===== config.mk =====
export PLATFORM = sky130hd
export DESIGN_NAME = spi_xfer_seq
export DESIGN_NICKNAME = d
export VERILOG_FILES = /design/src/rtl/spi_xfer_seq.sv
export SDC_FILE = /design/constraint.sdc
export NUM_CORES = 1
export LEC_CHECK = 0
export BUFFER_PORTS_ARGS = -buffer_cell sky130_fd_sc_hd__buf_2
export CAP_MARGIN = 30
export CORE_AREA = 2 2 222 224
export CTS_CLUSTER_DIAMETER = 80
export DETAILED_ROUTE_END_ITERATION = 10
export DIE_AREA = 0 0 224 226
export PLACE_DENSITY = 0.59
export RECOVER_POWER = 50
export SLEW_MARGIN = 20
export SYNTH_ARGS = -nofsm -noshare
export SYNTH_HDL_FRONTEND = slang
export SYNTH_SLANG_ARGS = --single-unit

===== constraint.sdc =====
create_clock -name clk -period 4.8 [get_ports clk]
set_clock_uncertainty 0.1 [all_clocks]
set_input_delay 0.48 -clock clk [delete_from_list [all_inputs] [get_ports clk]]
set_output_delay 0.48 -clock clk [all_outputs]
set_load 0.1 [all_outputs]

===== src/rtl/spi_xfer_seq.sv =====
// Host-side sequencer for an SPI controller: a TX word FIFO with last-word flags,
// an RX FIFO, and a small FSM that launches one transfer per accepted go.
module spi_xfer_seq #(
    parameter int DEPTH = 8
) (
    input  logic        clk,
    input  logic        rst,
    input  logic        tx_wr,
    input  logic [31:0] tx_wdata,
    input  logic        tx_wlst,
    output logic        tx_full,
    output logic [4:0]  tx_cnt,
    input  logic        go,
    input  logic [1:0]  cfg_slv_sel,
    input  logic [1:0]  cfg_rd_len,
    input  logic        cfg_rd_en,
    output logic        busy,
    output logic        done,
    output logic [1:0]  err,
    input  logic        err_clr,
    input  logic        rx_rd,
    output logic [31:0] rx_rdata,
    output logic        rx_empty,
    output logic [4:0]  rx_cnt,
    output logic        ctl_strt,
    output logic [1:0]  ctl_slv_sel,
    output logic [1:0]  ctl_rd_len,
    output logic        ctl_rdata_en,
    output logic [31:0] ctl_rwdata,
    output logic        ctl_wd_empty,
    output logic        ctl_wd_lst,
    input  logic        ctl_wd_take,
    input  logic        ctl_rd_vld,
    input  logic [31:0] ctl_rd_data,
    input  logic        ctl_done
);
    localparam int AW = $clog2(DEPTH);
    localparam logic [4:0] FULL_CNT = 5'(DEPTH);

    typedef enum logic [1:0] {IDLE, STRT, RUN, WAIT} state_t;

    state_t          state_q, state_d;
    logic [32:0]     tx_mem [DEPTH];
    logic [31:0]     rx_mem [DEPTH];
    logic [AW-1:0]   tx_wp_q, tx_wp_d, tx_rp_q, tx_rp_d;
    logic [AW-1:0]   rx_wp_q, rx_wp_d, rx_rp_q, rx_rp_d;
    logic [4:0]      tx_cnt_q, tx_cnt_d, rx_cnt_q, rx_cnt_d;
    logic [1:0]      err_q, err_d;
    logic            done_q, done_d, ctl_strt_q, ctl_strt_d;
    logic [1:0]      slv_sel_q, slv_sel_d, rd_len_q, rd_len_d;
    logic            rdata_en_q, rdata_en_d;
    logic            tx_empty_w, rx_full_w;
    logic            tx_push, tx_pop, tx_ovf, rx_push, rx_pop, rx_ovf;
    logic [32:0]     tx_head;

    assign tx_head    = tx_mem[tx_rp_q];
    assign tx_empty_w = (tx_cnt_q == 5'd0);
    assign rx_full_w  = (rx_cnt_q == FULL_CNT);

    // A pop in the same cycle frees a slot, so a push into a full FIFO still lands.
    assign tx_pop  = (state_q == RUN) && ctl_wd_take && !tx_empty_w;
    assign tx_push = tx_wr && (!tx_full || tx_pop);
    assign tx_ovf  = tx_wr && !tx_push;
    assign rx_pop  = rx_rd && !rx_empty;
    assign rx_push = ctl_rd_vld && (!rx_full_w || rx_pop);
    assign rx_ovf  = ctl_rd_vld && !rx_push;

    always_comb begin
        tx_wp_d  = tx_wp_q + AW'(tx_push);
        tx_rp_d  = tx_rp_q + AW'(tx_pop);
        tx_cnt_d = tx_cnt_q + 5'(tx_push) - 5'(tx_pop);
        rx_wp_d  = rx_wp_q + AW'(rx_push);
        rx_rp_d  = rx_rp_q + AW'(rx_pop);
        rx_cnt_d = rx_cnt_q + 5'(rx_push) - 5'(rx_pop);
        // An overflow in the same cycle as a clear keeps its bit set.
        err_d[0] = tx_ovf | (err_q[0] & ~err_clr);
        err_d[1] = rx_ovf | (err_q[1] & ~err_clr);
    end

    always_comb begin
        state_d    = state_q;
        done_d     = 1'b0;
        ctl_strt_d = (state_q == STRT);
        slv_sel_d  = slv_sel_q;
        rd_len_d   = rd_len_q;
        rdata_en_d = rdata_en_q;
        case (state_q)
            IDLE: begin
                if (go && (!tx_empty_w || cfg_rd_en)) begin
                    state_d    = STRT;
                    slv_sel_d  = cfg_slv_sel;
                    rd_len_d   = cfg_rd_len;
                    rdata_en_d = cfg_rd_en;
                end
            end
            STRT: state_d = RUN;
            RUN: begin
                // Early end from the controller leaves unsent words queued.
                if (ctl_done) begin
                    state_d = IDLE;
                    done_d  = 1'b1;
                end else if ((tx_pop && tx_head[32]) || tx_empty_w) begin
                    state_d = WAIT;
                end
            end
            WAIT: begin
                if (ctl_done) begin
                    state_d = IDLE;
                    done_d  = 1'b1;
                end
            end
            default: state_d = IDLE;
        endcase
    end

    always_ff @(posedge clk) begin
        if (rst) begin
            state_q    <= IDLE;
            tx_wp_q    <= '0;
            tx_rp_q    <= '0;
            tx_cnt_q   <= '0;
            rx_wp_q    <= '0;
            rx_rp_q    <= '0;
            rx_cnt_q   <= '0;
            err_q      <= '0;
            done_q     <= 1'b0;
            ctl_strt_q <= 1'b0;
            slv_sel_q  <= '0;
            rd_len_q   <= '0;
            rdata_en_q <= 1'b0;
        end else begin
            state_q    <= state_d;
            tx_wp_q    <= tx_wp_d;
            tx_rp_q    <= tx_rp_d;
            tx_cnt_q   <= tx_cnt_d;
            rx_wp_q    <= rx_wp_d;
            rx_rp_q    <= rx_rp_d;
            rx_cnt_q   <= rx_cnt_d;
            err_q      <= err_d;
            done_q     <= done_d;
            ctl_strt_q <= ctl_strt_d;
            slv_sel_q  <= slv_sel_d;
            rd_len_q   <= rd_len_d;
            rdata_en_q <= rdata_en_d;
        end
    end

    // FIFO storage carries no reset; occupancy alone decides what is valid.
    always_ff @(posedge clk) begin
        if (tx_push) tx_mem[tx_wp_q] <= {tx_wlst, tx_wdata};
        if (rx_push) rx_mem[rx_wp_q] <= ctl_rd_data;
    end

    assign tx_full      = (tx_cnt_q == FULL_CNT);
    assign tx_cnt       = tx_cnt_q;
    assign rx_cnt       = rx_cnt_q;
    assign rx_empty     = (rx_cnt_q == 5'd0);
    assign rx_rdata     = rx_mem[rx_rp_q];
    assign busy         = (state_q != IDLE);
    assign done         = done_q;
    assign err          = err_q;
    assign ctl_strt     = ctl_strt_q;
    assign ctl_slv_sel  = slv_sel_q;
    assign ctl_rd_len   = rd_len_q;
    assign ctl_rdata_en = rdata_en_q;
    assign ctl_rwdata   = tx_head[31:0];
    assign ctl_wd_lst   = tx_head[32];
    assign ctl_wd_empty = tx_empty_w;
endmodule


==> impl_metrics.csv, run 1 <==
group,metric,value,unit
worst_setup_path,crit_type,"reg2reg",
yosys,synth.avg_cell_area,22.9,um2
power,pwr_density_cell,554,nW/um2
worst_setup_path,critical_path.slowest_cell,"nor2_1",
timing,min_period,3.85,ns
grt,grt_max_degree,68,
cts,cts_sinks,553,
die,row_count,81,
cts,clkLatencyLatePin,0.61,ns
yosys,ys_warn_count,0,
drt,drt_pass1_iterations,4,
cts,cts_inserted_buffers,56,
timing,setup_tns,0,ns
final_layout,areaGrowthSynthToFinish,15.7,%
yosys,ys_ff_latch,553,
grt,grt_overflow_total,0,
worst_setup_path,critPathMaxStageDelay,1.45,ns
die,core_area,48300,um2
final_layout,final_cells,1814,
drt,via_per_inst,5.35,
yosys,synth_edf_count,520,
drt,wl_per_cell,22.4,um
drt,wirelength,40600,um
power,ir_drop,352,uV
die,start_util,44.4,%
grt,grt_use_total,16.2,%
timing,holdWs,0.0289,ns
flow_run,maxCapViolations,1,
yosys,synth_fp_nets,1038,
worst_setup_path,crit_path_max_fanout,17,
cts,postCtsSetupBuffers,0,
grt,antenna_found_initial,2,
die,die_area,50600,um2
drt,dr.first_iter.drc_count,670,
timing,tightest_slew,1.88,ns
worst_setup_path,path_cells,"inv_1 > ha_1 > nand2b_1 > a31oi_1 > nand2b_1 > nor2_1 > buf_4",
place,dp_cells,1707,
run_status,violations,"capacitance limit, slew limit",
place,place.gp.congestion,0.728,
timing,drv_slew,17,
place,numPortBuffers,166,
cts,cts_root_buf,"clkbuf_16",
final_layout,fillers,3874,
yosys,netlist_area,21400,um2
yosys,syn_inst,936,
worst_setup_path,end_kind,"register",
worst_setup_path,worstPathArrival,4.01,ns
timing,setup_viol,0,
yosys,synth_flop_cell,"edfxtp_1",
run_status,outcome,"complete, but fails checks",
worst_setup_path,crit_top_cell,"nand2b_1",
cts,cts_tree,"built",
die,die_x,224,um
final_layout,fin_nets,1247,
timing,rsz0062_at_grt,"false",
drt,vias,9703,
die,ios,167,
cts,path_clk_slew,0.06,ns
hold_path,hold_path.class,"in2reg",
cts,cts_max_path_buffers,3,
power,p_leak,7.97,nW
die,die_h,226,um
worst_setup_path,cp-start-kind,"register",
final_layout,drive_gt1_share,30.2,%
worst_setup_path,path_buf_inv,2,
drt,drc_errors,0,
timing,fin_crit_sh,80.2,%
worst_setup_path,crit_family,"simple AND/OR/NAND/NOR gates",
power,total_power,13.7,mW
timing,hold_viol_final,0,
yosys,yosysSeqAreaShare,75.9,%
place,hpwl,23400,um
timing,max_slew_margin,-26.0,%
cts,hold_buffers,1,
cts,htree_levels,2,
grt,grt_pass1_wl,60800,um
yosys,synth_async_sr_flop_share,0,%
grt,grt_pass1_vias,10200,
drt,ant_nets,0,
timing,max_freq,0.260,GHz
worst_setup_path,critPathRequiredTime,4.96,ns
yosys,synth.distinct_cells,39,
cts,ctsResizeCount,0,
==> registers in the layout, summed over array words and instances, names as in the netlist, 3 cells and up <==
register  flops
tx_wp_q       3
rx_cnt        5
tx_mem      264
rx_rp_q       3
rx_wp_q       3
tx_cnt        5
tx_rp_q       3
rx_mem      256
==> synth_stat cells (8+ instances only) <==
library cell	n	share of area [%]
mux4_2	84	8.8
dfxtp_1	33	3.1
buf_6	8	0.42
xnor2_1	8	0.33
a21oi_1	10	0.23
edfxtp_1	520	73
mux2_2	65	3.4
nor2_1	28	0.49
clkbuf_1	10	0.18
nor2b_1	14	0.41
ha_1	21	1.2
mux4_1	46	5.6
nand2b_1	10	0.29
inv_1	12	0.21
==> layer usage <==
| layer | part of all wire, % | vias to the layer above | wire length (um) | GRT usage [%] |
|---|---|---|---|---|
| met5 | 0.035 | - | 14 | 0 |
| met4 | 2.5 | 2 | 1000 | 5.46 |
| met3 | 4.6 | 77 | 1850 | 3.21 |
| met2 | 52 | 189 | 21300 | 28.7 |
| met1 | 40 | 5078 | 16400 | 20.0 |
| li1 | - | 4357 | - | - |
==> tightest hold or removal path, stage by stage <==
cell and delay, ns:
buf_2 0.07, mux2i_1 0.06, nor2_1 0.08
==> logic make-up (layout without fill, tap and decap cells) <==
| kind of cell | after synthesis | after routing | synth area share, % |
|---|---|---|---|
| other | 0 | 1 | 0 |
| multiplexers | 199 | 199 | 18.1 |
| flip-flops | 553 | 553 | 75.9 |
| AND/OR/NAND/NOR | 80 | 80 | 1.98 |
| AO/OA/AOI/OAI | 20 | 20 | 0.613 |
| XOR/XNOR | 10 | 10 | 0.408 |
| adder cells (fa/ha/maj) | 23 | 23 | 1.41 |
| buffers and inverters | 51 | 306 | 1.63 |
==> where the power goes <==
part	total [mW]	leakage, nW	internal, mW	switching [mW]
clock network	4.19	0.882	2.41	1.78
registers	5.80	4.99	5.60	0.201
logic	3.76	2.09	1.00	2.75
total	13.7	7.97	9.01	4.74
==> metrics by stage <==
step	area [um2]	worst slack [ns]	utilization, %
4_1_cts	24900	1.12	51.6
3_3_place_gp	23100	1.39	47.7
3_5_place_dp	23100	1.34	47.8
6_report	24800	0.953	51.3
2_1_floorplan	21500	0.0121	-
5_1_grt	24800	0.690	51.3
==> layout by cell type (no fill, tap or decap), types with 3 or more instances in the layout <==
master / netlist / layout
buf_4: 7 / 17
clkinv_1: 0 / 7
clkinvlp_4: 0 / 4
dfxtp_1: 33 / 27
dfxtp_2: 0 / 4
mux2i_1: 4 / 4
nor2b_1: 14 / 14
nand3b_1: 3 / 3
o21ai_0: 3 / 3
xnor2_1: 8 / 8
nand2b_1: 10 / 10
edfxtp_1: 520 / 520
mux2_2: 65 / 65
or3_1: 3 / 3
clkbuf_16: 0 / 57
mux4_2: 84 / 84
buf_2: 2 / 80
mux4_1: 46 / 46
nor2_1: 28 / 18
clkbuf_1: 10 / 96
a21oi_1: 10 / 10
bufinv_16: 0 / 4
buf_12: 0 / 4
inv_1: 12 / 12
nor2_4: 0 / 10
ha_1: 21 / 21
clkinv_2: 0 / 18
nand2_1: 7 / 7
==> final timing paths <==
check | cells after the start | end | slack, ns | startpoint
setup reg to reg | 7 | rx_mem[4][25] | 0.95 | rx_cnt[3]
hold reg to reg | 2 | ctl_rdata_en | 0.36 | ctl_rdata_en
setup / recovery | 7 | rx_mem[4][25] | 0.95 | rx_cnt[3]
hold / removal | 3 | ctl_slv_sel[0] | 0.03 | cfg_slv_sel[0]
==> cell type report <==
type                    count  area, um2  area share (%)
flip-flops and latches    553      16300            65.7
repair buffers            190        996            4.01
well taps                 622        778            3.14
multi-input cells         332       4910            19.8
inverters                  12       45.0           0.182
clock buffers              67       1460            5.90
clock inverters            37        327            1.32
diodes                      1       2.50          0.0101
(Power assumes the default switching activity.)
==> run 2: changes to the inputs <==
ABC_AREA = 1   (was unset)
CORE_AREA = 2 2 224 226   (was 2 2 222 224)
DIE_AREA = 0 0 226 228   (was 0 0 224 226)
clock period = 3.62 ns   (was 4.8 ns; I/O delays follow)
==> impl_metrics.csv, run 2 <==
group,metric,value,unit
die,ios,167,
worst_setup_path,cp-start-kind,"register",
final_layout,areaGrowthSynthToFinish,18.2,%
drt,vias,13800,
yosys,yosysSeqAreaShare,74.2,%
yosys,synth.top_cell.area_share,71.2,%
yosys,ys_ff_latch,553,
yosys,synth_largest_area_cell,"edfxtp_1",
timing,drv_slew,0,
grt,grt_pass1_wl,75300,um
final_layout,final_cells,2660,
power,p_leak,9.01,nW
cts,cts_max_path_buffers,3,
yosys,netlist_top_cells_area,"edfxtp_1 (71%), nor2_1 (7.5%), o32ai_1 (5.1%), nand2_1 (3.9%), dfxtp_1 (3.0%)",
grt,antenna_found_initial,1,
final_layout,fin_nets,2046,
place,dp_cells,2483,
final_layout,final_common_cell,"edfxtp_1",
final_layout,layout_common_cells,"edfxtp_1 (520), nor2_1 (420), nand2_1 (229)",
yosys,synthXorXnorAreaFrac,0.320,%
drt,wl_per_cell,18.1,um
cts,htree_levels,2,
die,start_util,44.4,%
timing,fin_crit_sh,89.0,%
grt,grt_overflow_total,0,
place,numPortBuffers,166,
drt,drt_pass1_iterations,6,
timing,setup_viol,0,
yosys,synth_top_family_by_area,"simple AND/OR/NAND/NOR gates",
final_layout,largest-register,"tx_mem",
yosys,syn_inst,1713,
grt,grt_pass1_vias,13700,
final_layout,postLayoutCoreUtil,52.5,%
place,place.gp.congestion,0.735,
worst_setup_path,end_kind,"output port",
timing,rsz0062_at_grt,"false",
yosys,synthTopCellsByCount,"edfxtp_1 (520), nor2_1 (436), nand2_1 (229), o21ai_0 (128), o32ai_1 (128)",
yosys,synth_adder_area_share,1.38,%
flow_run,maxCapViolations,0,
yosys,synth_mux_area_share,0.0913,%
worst_setup_path,critPathMaxStageDelay,0.82,ns
yosys,synth_edf_count,520,
cts,path_clk_slew,0.06,ns
yosys,synth-simple-area-share,12.0,%
hold_path,min_path_cells,5,
yosys,synth.avg_cell_area,12.8,um2
timing,max_slew_margin,13.6,%
die,core_area,49300,um2
yosys,synth-compound-area-share,8.52,%
yosys,synth_async_sr_flop_share,0,%
worst_setup_path,crit_path_max_fanout,67,
hold_path,hold_path.class,"in2reg",
drt,ant_nets,0,
yosys,synth.distinct_cells,30,
worst_setup_path,critPathRequiredTime,3.16,ns
die,die_x,226,um
drt,via_per_inst,5.20,
place,hpwl,26100,um
die,row_count,82,
power,pwr_density_cell,739,nW/um2
final_layout,reg_top3,"tx_mem x264, rx_mem x256",
drt,drc_errors,0,
timing,max_freq,0.310,GHz
worst_setup_path,worstPathArrival,2.76,ns
power,ir_drop,441,uV
grt,grt_max_degree,134,
cts,clkLatencyLatePin,0.59,ns
worst_setup_path,r2r_slack,0.55,ns
timing,min_period,3.22,ns
worst_setup_path,path_buf_inv,2,
worst_setup_path,cp.depth,6,
drt,dr.first_iter.drc_count,899,
worst_setup_path,crit_family,"flip-flops",
run_status,outcome,"completed",
yosys,post-synth-top-count-cell,"edfxtp_1",
final_layout,drive_gt1_share,10.3,%
timing,tightest_slew,1.30,ns
grt,grt_use_total,18.8,%
worst_setup_path,reg2reg_depth,9,
cts,cts_inserted_buffers,57,
die,die_h,228,um
drt,wirelength,48200,um
final_layout,largest_reg_flops,264,
cts,cts_sinks,553,
worst_setup_path,crit_type,"reg2out",
die,die_area,51500,um2
worst_setup_path,path_cells,"buf_12 > o21ai_0 > o32ai_1 > nand2_1 > nand2_1 > buf_2",
yosys,synth_flop_cell,"edfxtp_1",
worst_setup_path,crit_top_cell,"nand2_1",
timing,hold_viol_final,0,
worst_setup_path,critical_path.slowest_cell,"dfxtp_4",
power,total_power,19.1,mW
yosys,synth_fp_nets,1815,
cts,cts_tree,"built",
cts,cts_root_buf,"clkbuf_16",
yosys,netlist_area,21900,um2
yosys,ys_warn_count,0,
[run 2: cell types whose count changed in the layout (fill, tap and decap cells not counted), sizes merged, moves of 7 or more]
| cell | delta |
|---|---|
| buf | +7 |
| clkbuf | +8 |
| dlygate4sd3 | +73 |
| inv | +44 |
| mux2 | -65 |
| mux4 | -130 |
| nand2 | +222 |
| nand2b | -10 |
| nand3 | +12 |
| nor2 | +409 |
| nor2b | -14 |
| o21ai | +135 |
| o32ai | +128 |
[run 2: power breakdown]
group          internal (mW)  total, mW  switching, mW
Clock                   2.94       5.31           2.37
Combinational           1.20       6.22           5.02
Sequential              7.44       7.61          0.177
[run 2: worst register-to-register path: cells and delay by family, from the launching register on]
| family | cells | cell delay [ns] |
|---|---|---|
| buffers and inverters | 2 | 1.04 |
| AND/OR/NAND/NOR | 6 | 0.96 |
| flip-flops | 1 | 0.36 |
| adder cells (fa/ha/maj) | 1 | 0.20 |
[run 2: cell families (layout without fill, tap and decap cells)]
family | count (synthesis) | after routing
xor+xnor | 8 | 8
fa+ha+maj | 23 | 23
compound gates | 277 | 277
simple gates | 690 | 690
flops | 553 | 553
buf+inv | 160 | 434
mux | 2 | 2
other cells | 0 | 1
[run 2: final timing paths]
check | start | endpoint
worst min register to register | err[0] | err[0]
worst max-delay path | tx_rp_q[1] | ctl_rwdata[22]
worst max register to register | tx_cnt[2] | tx_mem[0][24]
worst min-delay path | go | state_q[0]
[run 2: final cells by class]
type | instances | area (um2)
diodes | 1 | 2.50
inverters | 59 | 225
clock buffers | 72 | 1500
clock inverters | 30 | 196
fillers | 4197 | 23400
multi-input cells | 1000 | 5020
repair buffers | 273 | 1830
flip-flops and latches | 553 | 16300
well taps | 672 | 841
[run 2: metrics by stage]
step / setup WS, ns / instance area (um2) / setup TNS, ns / hold slack, ns
3_3_place_gp: 0.869 / 23600 / 0 / 0.365
3_5_place_dp: 0.887 / 23600 / 0 / 0.373
2_1_floorplan: -0.205 / 21900 / -52.59 / 0.331
6_report: 0.399 / 25900 / 0 / 0.0581
5_1_grt: 0.156 / 25900 / 0 / 0.0838
4_1_cts: 0.340 / 26000 / 0 / 0.0393
[run 2: metal layers]
metal / global-route usage (%) / vias to the layer above / share of wire [%]
met2: 32.7 / 345 / 50
met1: 23.9 / 6792 / 43
met3: 2.96 / 77 / 4.7
li1: - / 6613 / -
met4: 6.23 / 0 / 2.4
met5: 0 / - / 0
[run 2: repair_timing]
| action | 4_1_cts | 5_1_grt |
|---|---|---|
| gates resized for setup | 0 | 0 |
| endpoints found under the hold margin | 529 | 0 |
| hold buffers | 74 | 0 |
| buffers inserted | 0 | 0 |
==> run 3: changes to the inputs <==
--- a/config.mk
+++ b/config.mk
@@ -10,7 +10,7 @@
 export CAP_MARGIN = 30
-export CORE_AREA = 2 2 224 226
+export CORE_AREA = 2 2 200 202
 export CTS_CLUSTER_DIAMETER = 80
 export DETAILED_ROUTE_END_ITERATION = 10
-export DIE_AREA = 0 0 226 228
-export PLACE_DENSITY = 0.59
+export DIE_AREA = 0 0 202 204
+export PLACE_DENSITY = 0.72
 export RECOVER_POWER = 50
==> constraint.sdc (replaced) <==
create_clock -name clk -period 3.58 [get_ports clk]
set_clock_uncertainty 0.1 [all_clocks]
set_input_delay 0.358 -clock clk [delete_from_list [all_inputs] [get_ports clk]]
set_output_delay 0.358 -clock clk [all_outputs]
set_load 0.05 [all_outputs]
==> impl_metrics.csv, run 3 (same netlist as run 2, synthesis figures left out) <==
group,metric,value,unit
final_layout,largest-register,"tx_mem",
place,post-place-ws,0.840,ns
worst_setup_path,reg2reg_depth,16,
worst_setup_path,path_buf_inv,2,
timing,hold_viol_final,0,
power,p_leak,8.94,nW
worst_setup_path,crit_top_cell,"nand2_1",
grt,antenna_found_initial,2,
worst_setup_path,critPathRequiredTime,3.12,ns
die,ios,167,
worst_setup_path,r2r_slack,0.82,ns
drt,ant_nets,0,
grt,grt_pass1_vias,13800,
cts,cts_tree,"built",
hold_path,min_path_cells,5,
grt,grt_max_degree,130,
grt,grt_overflow_total,0,
cts,htree_levels,2,
timing,max_freq,0.321,GHz
timing,setup_ws,0.465,ns
cts,cts_sinks,553,
hold_path,hold_path.class,"in2reg",
place,place.gp.congestion,0.773,
timing,tightest_slew,0.928,ns
run_status,outcome,"completed",
cts,cts_max_path_buffers,3,
die,die_x,202,um
cts,ctsResizeCount,0,
grt,grt_pass1_wl,73400,um
cts,cts_root_buf,"clkbuf_16",
drt,dr.first_iter.drc_count,1066,
drt,drc_errors,0,
die,row_count,73,
worst_setup_path,crit_type,"reg2out",
die,start_util,55.9,%
worst_setup_path,cp-start-kind,"register",
cts,cts_inserted_buffers,53,
timing,rsz0062_at_grt,"false",
drt,vias,14100,
worst_setup_path,worstPathArrival,2.66,ns
power,ir_drop,609,uV
timing,drv_slew,0,
die,core_area,39200,um2
timing,fin_crit_sh,87.0,%
drt,wirelength,46800,um
drt,via_per_inst,5.61,
cts,clkLatencyLatePin,0.58,ns
timing,min_period,3.11,ns
place,numPortBuffers,166,
final_layout,reg_top3,"tx_mem x264, rx_mem x256",
flow_run,maxCapViolations,0,
timing,max_slew_margin,38.1,%
timing,setup_viol,0,
final_layout,final_common_cell,"edfxtp_1",
drt,wl_per_cell,18.7,um
power,pwr_density_cell,688,nW/um2
final_layout,areaGrowthSynthToFinish,16.6,%
place,hpwl,23900,um
worst_setup_path,path_cells,"buf_12 > o21ai_0 > o32ai_1 > nand2_1 > nand2_1 > buf_2",
final_layout,layout_common_cells,"edfxtp_1 (520), nor2_1 (421), nand2_1 (229)",
worst_setup_path,end_kind,"output port",
worst_setup_path,crit_family,"flip-flops",
timing,setup_tns,0,ns
worst_setup_path,crit_path_max_fanout,90,
worst_setup_path,critPathMaxStageDelay,0.95,ns
worst_setup_path,critical_path.slowest_cell,"dfxtp_4",
final_layout,fin_nets,2038,
drt,drt_pass1_iterations,6,
final_layout,drive_gt1_share,9.96,%
grt,grt_use_total,22.8,%
cts,path_clk_slew,0.06,ns
die,die_area,41200,um2
die,die_h,204,um
final_layout,largest_reg_flops,264,
worst_setup_path,cp.depth,6,
==> run 3: where the power goes <==
group / switching, mW / internal, mW
sequential: 0.210 / 7.52
clock: 2.24 / 2.96
combinational: 3.48 / 1.18
==> run 3: worst paths after layout <==
path | from | end
min | go | state_q[0]
max reg2reg | rx_cnt[3] | rx_cnt[4]
min reg2reg | err[1] | err[1]
max | tx_rp_q[1] | ctl_rwdata[31]
==> run 3: layout make-up <==
| class | count | area [um2] |
|---|---|---|
| Antenna cell | 3 | 7.51 |
| Clock inverter | 23 | 161 |
| Inverter | 59 | 225 |
| Tap cell | 525 | 657 |
| Multi-Input combinational cell | 1000 | 5010 |
| Sequential cell | 553 | 16300 |
| Fill cell | 2841 | 13600 |
| Timing Repair Buffer | 269 | 1750 |
| Clock buffer | 74 | 1450 |
==> run 3: timing repair <==
action                                 4_1_cts  5_1_grt
buffers inserted                             0        0
endpoints found under the hold margin      529        0
hold buffers                                74        0
==> run 3: metal layers <==
| layer | GRT usage [%] | part of all wire, % | routed length, um |
|---|---|---|---|
| met5 | 0 | 0 | 0 |
| met4 | 6.96 | 2.3 | 1060 |
| met2 | 36.4 | 48 | 22300 |
| met1 | 31.9 | 43 | 20100 |
| met3 | 4.56 | 7.0 | 3280 |
==> run 3: tightest hold or removal path, stage by stage <==
cell and delay (ns):
buf_2 0.09, nand2_1 0.07, a21oi_1 0.07, nand2_1 0.07
a21oi_1 0.05
==> run 3: metrics by stage <==
stage	power, mW	utilization, %	std cells	instance area [um2]	hold slack (ns)
floorplan	11.3	-	1713	21900	0.327
global placement	12.4	59.5	2332	23300	0.360
detailed placement	12.5	59.5	2332	23300	0.361
CTS	17.7	65.5	2503	25700	0.0695
global route	18.4	65.2	2504	25500	0.102
finish	17.6	65.2	2506	25600	0.0815
